### src/rtl/cmov_select_stage.sv
// cmov_select_stage
// Registered conditional-move operand selector for the execute stage. Each
// accepted instruction either forwards its ALU operands or replaces them with
// a signed/unsigned min/max of rs/rt. Reduction ops (RMIN/RMAX) fold a running
// min/max across several instructions and emit one result on the last beat.
//
// Ports:
//   clk, rst_n              clock, synchronous active-low reset
//   in_valid / in_ready     input handshake
//   op                      op[3] signed compare; op[2:0] PASS/MIN/MAX/RMIN/RMAX
//   red_last                final beat of a reduction (RMIN/RMAX only)
//   rs_val, rt_val          compare operands
//   aluip1, aluip2          pass-through ALU operands
//   out_valid / out_ready   output handshake (one register stage)
//   aluip_fin1, aluip_fin2  final ALU operands / result
//   red_count               beats in the emitted reduction, 0 otherwise
//   red_discard             one-cycle pulse when a live accumulator is dropped
module cmov_select_stage #(
  parameter int WIDTH = 32,
  parameter int CNT_W = 8
) (
  input  logic             clk,
  input  logic             rst_n,
  input  logic             in_valid,
  output logic             in_ready,
  input  logic [3:0]       op,
  input  logic             red_last,
  input  logic [WIDTH-1:0] rs_val,
  input  logic [WIDTH-1:0] rt_val,
  input  logic [WIDTH-1:0] aluip1,
  input  logic [WIDTH-1:0] aluip2,
  output logic             out_valid,
  input  logic             out_ready,
  output logic [WIDTH-1:0] aluip_fin1,
  output logic [WIDTH-1:0] aluip_fin2,
  output logic [CNT_W-1:0] red_count,
  output logic             red_discard
);

  function automatic logic less_than(input logic [WIDTH-1:0] a,
                                     input logic [WIDTH-1:0] b,
                                     input logic             sgn);
    if (sgn) less_than = ($signed(a) < $signed(b));
    else     less_than = (a < b);
  endfunction

  // Ties keep the first operand (rs for a fresh beat, acc for a fold).
  function automatic logic [WIDTH-1:0] sel_minmax(input logic [WIDTH-1:0] a,
                                                  input logic [WIDTH-1:0] b,
                                                  input logic             is_max,
                                                  input logic             sgn);
    if (is_max) sel_minmax = less_than(a, b, sgn) ? b : a;
    else        sel_minmax = less_than(b, a, sgn) ? b : a;
  endfunction

  function automatic logic [CNT_W-1:0] sat_inc(input logic [CNT_W-1:0] c);
    sat_inc = (c == {CNT_W{1'b1}}) ? c : c + CNT_W'(1);
  endfunction

  logic             out_valid_q, out_valid_d;
  logic [WIDTH-1:0] fin1_q, fin1_d;
  logic [WIDTH-1:0] fin2_q, fin2_d;
  logic [CNT_W-1:0] cnt_out_q, cnt_out_d;
  logic             discard_q, discard_d;
  logic [WIDTH-1:0] acc_q, acc_d;
  logic             acc_active_q, acc_active_d;
  logic             acc_max_q, acc_max_d;
  logic             acc_sgn_q, acc_sgn_d;
  logic [CNT_W-1:0] acc_cnt_q, acc_cnt_d;

  logic [2:0]       code;
  logic             sgn, is_mm, is_red, kind_max;
  logic             mismatch, restart, accept;
  logic [WIDTH-1:0] beat_val, red_val;
  logic [CNT_W-1:0] red_cnt;

  assign in_ready    = rst_n && (!out_valid_q || out_ready);
  assign accept      = in_valid && in_ready;
  assign out_valid   = out_valid_q;
  assign aluip_fin1  = fin1_q;
  assign aluip_fin2  = fin2_q;
  assign red_count   = cnt_out_q;
  assign red_discard = discard_q;

  always_comb begin
    code     = op[2:0];
    sgn      = op[3];
    is_mm    = (code == 3'd1) || (code == 3'd2);
    is_red   = (code == 3'd3) || (code == 3'd4);
    kind_max = (code == 3'd2) || (code == 3'd4);
    beat_val = sel_minmax(rs_val, rt_val, kind_max, sgn);
    // A reduction beat of a different kind throws away the live accumulator.
    mismatch = is_red && acc_active_q &&
               ((kind_max != acc_max_q) || (sgn != acc_sgn_q));
    restart  = !acc_active_q || mismatch;
    red_val  = restart ? beat_val : sel_minmax(acc_q, beat_val, acc_max_q, acc_sgn_q);
    red_cnt  = restart ? CNT_W'(1) : sat_inc(acc_cnt_q);
  end

  always_comb begin
    out_valid_d  = out_valid_q && !out_ready;
    fin1_d       = fin1_q;
    fin2_d       = fin2_q;
    cnt_out_d    = cnt_out_q;
    discard_d    = 1'b0;
    acc_d        = acc_q;
    acc_active_d = acc_active_q;
    acc_max_d    = acc_max_q;
    acc_sgn_d    = acc_sgn_q;
    acc_cnt_d    = acc_cnt_q;
    if (accept) begin
      if (is_red) begin
        discard_d = mismatch;
        if (red_last) begin
          out_valid_d  = 1'b1;
          fin1_d       = red_val;
          fin2_d       = '0;
          cnt_out_d    = red_cnt;
          acc_active_d = 1'b0;
          acc_d        = '0;
          acc_cnt_d    = '0;
        end else begin
          // Non-last beats only update the accumulator; no result is produced.
          acc_active_d = 1'b1;
          acc_d        = red_val;
          acc_cnt_d    = red_cnt;
          acc_max_d    = kind_max;
          acc_sgn_d    = sgn;
        end
      end else if (is_mm) begin
        out_valid_d = 1'b1;
        fin1_d      = beat_val;
        fin2_d      = '0;
        cnt_out_d   = '0;
      end else begin
        out_valid_d = 1'b1;
        fin1_d      = aluip1;
        fin2_d      = aluip2;
        cnt_out_d   = '0;
      end
    end
  end

  // Output / accumulator register stage
  always_ff @(posedge clk) begin
    if (!rst_n) begin
      out_valid_q  <= 1'b0;
      fin1_q       <= '0;
      fin2_q       <= '0;
      cnt_out_q    <= '0;
      discard_q    <= 1'b0;
      acc_q        <= '0;
      acc_active_q <= 1'b0;
      acc_max_q    <= 1'b0;
      acc_sgn_q    <= 1'b0;
      acc_cnt_q    <= '0;
    end else begin
      out_valid_q  <= out_valid_d;
      fin1_q       <= fin1_d;
      fin2_q       <= fin2_d;
      cnt_out_q    <= cnt_out_d;
      discard_q    <= discard_d;
      acc_q        <= acc_d;
      acc_active_q <= acc_active_d;
      acc_max_q    <= acc_max_d;
      acc_sgn_q    <= acc_sgn_d;
      acc_cnt_q    <= acc_cnt_d;
    end
  end

endmodule

### config.mk
export PLATFORM = sky130hd
export DESIGN_NAME = cmov_select_stage
export DESIGN_NICKNAME = d
export VERILOG_FILES = /design/src/rtl/cmov_select_stage.sv
export SDC_FILE = /design/constraint.sdc
export NUM_CORES = 1
export LEC_CHECK = 0
export CORE_UTILIZATION = 38
export CTS_BUF_LIST = sky130_fd_sc_hd__clkbuf_4
export DETAILED_ROUTE_END_ITERATION = 12
export DONT_BUFFER_PORTS = 1
export GPL_ROUTABILITY_DRIVEN = 0
export PLACE_DENSITY = 0.48
export SLEW_MARGIN = 30
export SYNTH_ARGS = -nofsm -noshare
export SYNTH_HDL_FRONTEND = slang
export SYNTH_SLANG_ARGS = --single-unit
### constraint.sdc
create_clock -name clk -period 9.38 [get_ports clk]
set_input_delay 1.876 -clock clk [delete_from_list [all_inputs] [get_ports clk]]
set_output_delay 1.876 -clock clk [all_outputs]
set_load 0.02 [all_outputs]
=== After elaboration in Yosys (flattened, before gate mapping) ===
Index checks and enable logic that the tools add are counted.

* Memories: 0
* Flip-flop bits (word level): 117
* Bits in latches: 0
* Bits of input ports: 137
* Bits in read-only memories: 0
* RAM bits: 0

* Shift operators: 0
* Bitwise logic cells: 1
* Mux-type cells: 31
* Equality and inequality tests: 8
* Reduce and logical (&&, ||, !) cells: 18
* Order comparisons: 8
* Div/mod/pow operators: 0
* $add $sub $neg: 1
* Multipliers: 0

{| class="wikitable"
|+ Operators with widths
! operator !! count
|-
| $mux W32 || 14
|-
| $lt A32 B32 Y1 || 8
|-
| $mux W8 || 5
|-
| $mux W1 || 12
|-
| $add A8 B1 Y8 const B || 1
|-
| $eq A8 B8 Y1 const B || 1
|-
| $eq A3 B2 Y1 const B || 2
|-
| $logic_or A1 B1 Y1 || 6
|-
| $reduce_and A3 Y1 || 2
|-
| $logic_and A1 B1 Y1 || 5
|-
| $reduce_and A2 Y1 || 2
|-
| $eq A3 B1 Y1 const B || 1
|-
| $eq A3 B3 Y1 const B || 1
|-
| $logic_not A1 Y1 || 3
|-
| $ne A1 B1 Y1 || 2
|-
| $ne A2 B2 Y1 const B || 1
|-
| $not A1 Y1 || 1
|}

=== Longest topological paths before layout ===
Gate-level depths: netlist of the first run.

* Depth in word-level cells: 13
* Depth in mapped cells: 29
* Gate-level depth less buffers: 25

=== Least setup slack after synthesis of the first run ===
OpenSTA, ideal clock, no wires.

* Path kind: input-to-reg
* From: input rs_val[11]
* To: register acc_q[10]
* Arrival: 7.344 ns
* Cell stages on the path: 24
* Setup slack: 1.916 ns
* Path buffers: 4
* Cell sequence: inv_1 ha_1 and4_1 a221o_1 a2111o_1 a21oi_1 mux2i_1 o21ai_1 clkbuf_1 o21ai_0 ha_1 clkbuf_1 nand4_1 nor4_1 and3_1 nand2_1 or3_1 o31a_1 nand3_1 o31a_1 buf_2 buf_2 nor4_1 a211o_1

* Word-level cells in the longest chain between the ends: 12
* Elaborated cells on any way between the ends: 24

{| class="wikitable"
|+ Ends and longest elaborated chain
! what !! RTL line !! source
|-
| start: declaration || 28 || <nowiki>input logic [WIDTH-1:0] rs_val,</nowiki>
|-
| $lt A32 B32 Y1, on equally long branches || 44, 43 ||
|-
| $mux W1 || 43 || <nowiki>if (sgn) less_than = ($signed(a) < $signed(b));</nowiki>
|-
| $mux W1 || 52 || <nowiki>if (is_max) sel_minmax = less_than(a, b, sgn) ? b : a;</nowiki>
|-
| $mux W32, on equally long branches || 53, 52 ||
|-
| $mux W32 * || 52 ||
|-
| $lt A32 B32 Y1, on equally long branches || 44, 43 ||
|-
| $mux W1 || 43 ||
|-
| $mux W1 || 52 ||
|-
| $mux W32, on equally long branches || 53, 52 ||
|-
| $mux W32 || 52 ||
|-
| $mux W32 * || 96 || <nowiki>red_val = restart ? beat_val : sel_minmax(acc_q, beat_val, acc_max_q, acc_sgn_q);</nowiki>
|-
| $mux W32 * || 114 || <nowiki>if (red_last) begin</nowiki>
|-
| end signal: assignment || 152 || <nowiki>acc_q <= '0;</nowiki>
|-
| end signal: assignment || 163 || <nowiki>acc_q <= acc_d;</nowiki>
|-
| end: declaration || 65 || <nowiki>logic [WIDTH-1:0] acc_q, acc_d;</nowiki>
|}

Mark *: on every way between the ends. The rest lies on a longest branch, timed or not. The select of a mux whose other input is x is not followed.
A chain may end at the register's enable or synchronous reset.

=== Worst setup path in the final report of the first run ===
* From: input rs_val[31]
* To: register acc_q[1]

Same word-level chain as after synthesis.

==> results.toml, run 1 <==
[outcome]
status = "completed"

[synth]
syn-mean-instance-area_sq_um = 7.94
synth_edf_count = 0
syn_nets = 1487
synth_area_sq_um = 9710
yosysWarnings = 0
yosysSeqAreaShare_pct = 24.1
synthFlopType = "dfxtp_1"
synth_cell_types = 59
syn_inst = 1223
synth-async-reset-ratio_pct = 0
synth_seq_cells = 117

[detailed_routing]
first_pass_iters = 5
viasPerCell = 5.83
drt_iter0_drc = 739
routedWlPerCell_um = 20.2
drc = 0
final_antenna_net_count = 0
vias = 8850
routed_wl_mm = 30.6

[power_and_ir_drop]
pwr-share-comb_pct = 32.5
p_clk_share_pct = 28.0
cellPowerDensity_nw_per_um2 = 140
power.share.sequential_pct = 39.5
ir_drop_uv = 75.3
p_int_uw = 838
swShare_pct = 41.9
leakage_nw = 4.48
p_switching_uw = 604

[worst_setup_path]
end_kind = "register"
cp_num_buf_inv = 4
slowest_delay_ps = 660
required_ps = 9830
crit_path_start_kind = "input pin"
cpLargestDelayFamily = "compound AO/OA/AOI/OAI gates"
cpMaxStageDelayCell = "nor4_1"
crit_arrival_ps = 8390
crit_type = "in -> reg"
crit_chain = "inv_1 > ha_1 > nand4_1 > nor4_1 > o31a_1 > o32ai_1 > or3_1 > o21ai_4 > buf_16 > o21a_1 > inv_1 > ha_1 > a21o_1 > a21o_1 > a211oi_1 > o21a_1 > o22ai_1 > a211oi_1 > o211ai_1 > a31oi_1 > o311a_2 > buf_12 > nor4_1 > a211o_1"
critical_path.max_fanout = 43

[layout]
final_net_count = 1437
syn2layout_area_growth_pct = 5.88
final_cell_mix = "133 x nand2_1, 131 x inv_1, 127 x ha_1, 117 x dfxtp_1, 80 x a22oi_1"
nFillCells = 2658
drive_gt1_share_pct = 8.18
final_common_cell = "nand2_1"
fin_util_pct = 41.0

[timing]
timing.final.hold_violations = 0
slew_headroom_pct = 43.0
skew_ps = 25.7
finalMaxSlewViolations = 0
fin_tns_setup_ps = 0
setup-violations-final = 0
fin_crit_sh_pct = 84.6
final.min_clock_period_ps = 7930
worst_pin_slew_ps = 852
fmax_mhz = 126
rsz0062_at_grt = "false"

[clock_tree]
cts_sinks = 117
cts-root-buf = "clkbuf_4"
clk_pin_slew_ps = 140
ctsHtreeMaxLevel = 4
cts_buffers = 17
cts_setup_buffers = 0
cts_resized = 0
cts_tree = "built"
clockBufferDepth = 2
cts-hold-fix-buffers = 0
clock_latency_ps = 580

[die]
start_util_pct = 38.7
fp.dieH_um = 162
num_io_pins = 212
coreArea_sq_um = 25100
fp-row-count = 58
die_x_um = 162
dieArea_sq_um = 26200

[job]
drv_cap = 0

[grt]
grt_max_degree = 65
grt_use_total_pct = 23.3
antenna_found_initial = 1
grt_pass1_wl_mm = 48.3
grt_overflow = 0
first_global_vias = 8714

[place]
place.port_buffers = 0
place_hpwl_mm = 22.1

[min_path]
hp-class = "reg -> reg"
-- registers in the layout (all words and copies together), names as in the netlist --
register	flops
acc_q	32
aluip_fin1	32
aluip_fin2	32
acc_cnt_q	8
red_count	8
acc_active_q	1
acc_max_q	1
acc_sgn_q	1
out_valid	1
red_discard	1
-- synthesized netlist by cell type, drive strengths merged (5+ instances only) --
library cell	number	area, sq um
nand2	134	503
inv	131	492
ha	127	1590
dfxtp	117	2340
a22oi	80	601
nor4	66	413
o21ai	63	315
clkbuf	58	220
nor2b	50	313
a21oi	43	215
a31oi	34	213
o31ai	34	269
o21a	33	248
a211o	32	280
buf	32	200
a311oi	31	440
nor2	30	113
a21o	22	165
nand3	19	95.1
nand4	12	75.1
and2	6	37.5
and3	6	37.5
nand2b	6	37.5
o211ai	6	45.0
a21boi	5	37.5
xor2	5	43.8
-- final timing paths --
kind / startpoint / to / slack (ps) / cells after the start
setup / recovery: rs_val[31] / acc_q[1]$_SDFFE_PN0P_ / 1450 / 24
hold / removal: acc_max_q$_SDFFE_PN0P_ / acc_max_q$_SDFFE_PN0P_ / 510 / 2
setup reg to reg: acc_q[9]$_SDFFE_PN0P_ / acc_q[1]$_SDFFE_PN0P_ / 5020 / 14
hold reg to reg: acc_max_q$_SDFFE_PN0P_ / acc_max_q$_SDFFE_PN0P_ / 510 / 2
-- logic make-up after synthesis --
logic type | after synthesis | share of synthesized area (%)
multiplexers | 2 | 0.206
buffers and inverters | 221 | 9.39
XOR/XNOR | 7 | 0.631
AND/OR/NAND/NOR | 339 | 17.4
adder cells (fa/ha/maj) | 127 | 16.4
flip-flops | 117 | 24.1
AO/OA/AOI/OAI | 410 | 31.8
-- power groups by stage --
stage | logic [mW] | registers [mW] | clock network, mW
final | 0.469 | 0.569 | 0.404
after global routing | 0.527 | 0.573 | 0.437
after CTS | 0.465 | 0.569 | 0.416
after detailed placement | 0.462 | 0.580 | 0
after global placement | 0.460 | 0.581 | 0
after floorplan | 0.343 | 0.571 | 0
-- area by class of cell --
type,count,area [sq um],area share (%)
clock inverter,15,159,1.55
clock buffer,17,128,1.24
multi-input combinational,885,6520,63.4
inverter,131,492,4.78
antenna,1,2.50,0.0243
tap,330,413,4.02
timing repair buffer,21,230,2.24
sequential,117,2340,22.8
-- tightest hold or removal path, cell delays in order, from the launching register on --
cell and delay [ps]:
dfxtp_1 360, nand2_1 60, a21boi_0 60
-- metal layers --
metal  vias to the layer above  GRT usage [%]  share of wire (%)
met5                         -              0                  0
met4                         0           4.63               0.77
met3                        20           6.69                8.5
met2                       316           34.4                 42
met1                      4155           33.2                 49
li1                       4359              -                  -
-- per-stage QoR --
step | area [sq um] | power [mW] | instances | hold WS, ps | setup slack [ps]
5_1_grt | 10300 | 1.54 | 1517 | 532 | 924
2_1_floorplan | 9710 | 0.914 | 1223 | 470 | 1920
6_report | 10300 | 1.44 | 1517 | 507 | 1450
3_3_place_gp | 9920 | 1.04 | 1481 | 486 | 498
3_5_place_dp | 9960 | 1.04 | 1483 | 488 | 542
4_1_cts | 10200 | 1.45 | 1515 | 508 | 1140
Power figures use the tool's default switching activity.
==> inputs of run 2 (changes only) <==
clock period = 8.15 ns   (was 9.38 ns; I/O delays follow)
==> results.toml, run 2 (synthesis gave the netlist of run 1 again) <==
[timing]
fin_tns_setup_ps = 0
worst_hold_slack_ps = 514
rsz0062_at_grt = "false"
timing.final.hold_violations = 0
skew_ps = 24.6
fin_crit_sh_pct = 89.1
fmax_mhz = 138
final.min_clock_period_ps = 7260
worst_slack_ps = 890
slew_headroom_pct = 43.7
setup-violations-final = 0
finalMaxSlewViolations = 0
worst_pin_slew_ps = 844

[die]
start_util_pct = 38.7
coreArea_sq_um = 25100
dieArea_sq_um = 26200
fp.dieH_um = 162
die_x_um = 162
fp-row-count = 58
num_io_pins = 212

[power_and_ir_drop]
p_total_mw = 1.65
cellPowerDensity_nw_per_um2 = 159
leakage_nw = 4.54
ir_drop_uv = 84.4

[clock_tree]
cts_resized = 0
cts_tree = "built"
cts_buffers = 17
cts_sinks = 117
clk_pin_slew_ps = 130
cts_setup_buffers = 0
clock_latency_ps = 570
cts-root-buf = "clkbuf_4"
ctsHtreeMaxLevel = 4
cts-hold-fix-buffers = 0
clockBufferDepth = 2

[detailed_routing]
drc = 0
routed_wl_mm = 30.5
final_antenna_net_count = 0
first_pass_iters = 6
drt_iter0_drc = 610
vias = 8925
viasPerCell = 5.84
routedWlPerCell_um = 20.0

[grt]
grt_max_degree = 65
antenna_found_initial = 1
grt_use_total_pct = 22.9
grt_overflow = 0
first_global_vias = 8634
grt_pass1_wl_mm = 47.4

[worst_setup_path]
cpLargestDelayFamily = "compound AO/OA/AOI/OAI gates"
cp_num_buf_inv = 4
end_kind = "register"
slowest_delay_ps = 580
cpMaxStageDelayCell = "nor4_1"
critical_path.max_fanout = 44
required_ps = 8600
crit_type = "in -> reg"
crit_arrival_ps = 7710
crit_path_start_kind = "input pin"

[layout]
multi_input_area_sq_um = 6520
final_net_count = 1447
nFillCells = 2609
syn2layout_area_growth_pct = 7.00
final_cell_mix = "133 x nand2_1, 131 x inv_1, 127 x ha_1, 117 x dfxtp_1, 80 x a22oi_1"
finalInstanceArea_sq_um = 10400
fin_util_pct = 41.4
ff_latch_area_sq_um = 2340
fin_cells = 1528
drive_gt1_share_pct = 8.95
final_common_cell = "nand2_1"

[place]
dp.cells = 1494
place_hpwl_mm = 21.7
place_ws_ps = 251
dpl_cell_area_sq_um = 10100
place.port_buffers = 0

[job]
drv_cap = 0

[outcome]
status = "completed"

[min_path]
hp-class = "reg -> reg"
## run 2: worst paths after layout
kind	startpoint	end	slack, ps	cells past startpoint
worst max register to register	acc_q[9]$_SDFFE_PN0P_	acc_q[3]$_SDFFE_PN0P_	4070	14
worst max-delay path	rs_val[15]	acc_q[3]$_SDFFE_PN0P_	890	25
worst min register to register	acc_max_q$_SDFFE_PN0P_	acc_max_q$_SDFFE_PN0P_	510	2
worst min-delay path	acc_max_q$_SDFFE_PN0P_	acc_max_q$_SDFFE_PN0P_	510	2
## run 2: layer usage
layer  vias up  track usage (%)  wire length [um]
met1      4171             32.3             14800
met4         0             6.86               403
met3        33             5.87              2580
li1       4395                -                 -
met2       326             34.1             12700
met5         -                0                 0
## run 2: area by class of cell
class,count,share of cell area (%)
clock buffers,17,1.23
clock inverters,15,1.51
diodes,2,0.0482
well taps,330,3.97
multi-input cells,885,62.7
flip-flops and latches,117,22.5
inverters,131,4.73
repair buffers,31,3.26
## run 2: worst min-delay path, stage by stage (launching register included)
cell,delay [ps]
dfxtp_1,360
nand2_1,60
a21boi_0,70
## run 2: power by group
part | switching (mW) | internal (mW) | leakage, nW
clock | 0.290 | 0.164 | 0.147
combinational | 0.341 | 0.203 | 3.44
sequential | 0.0549 | 0.601 | 0.951
total | 0.686 | 0.968 | 4.54
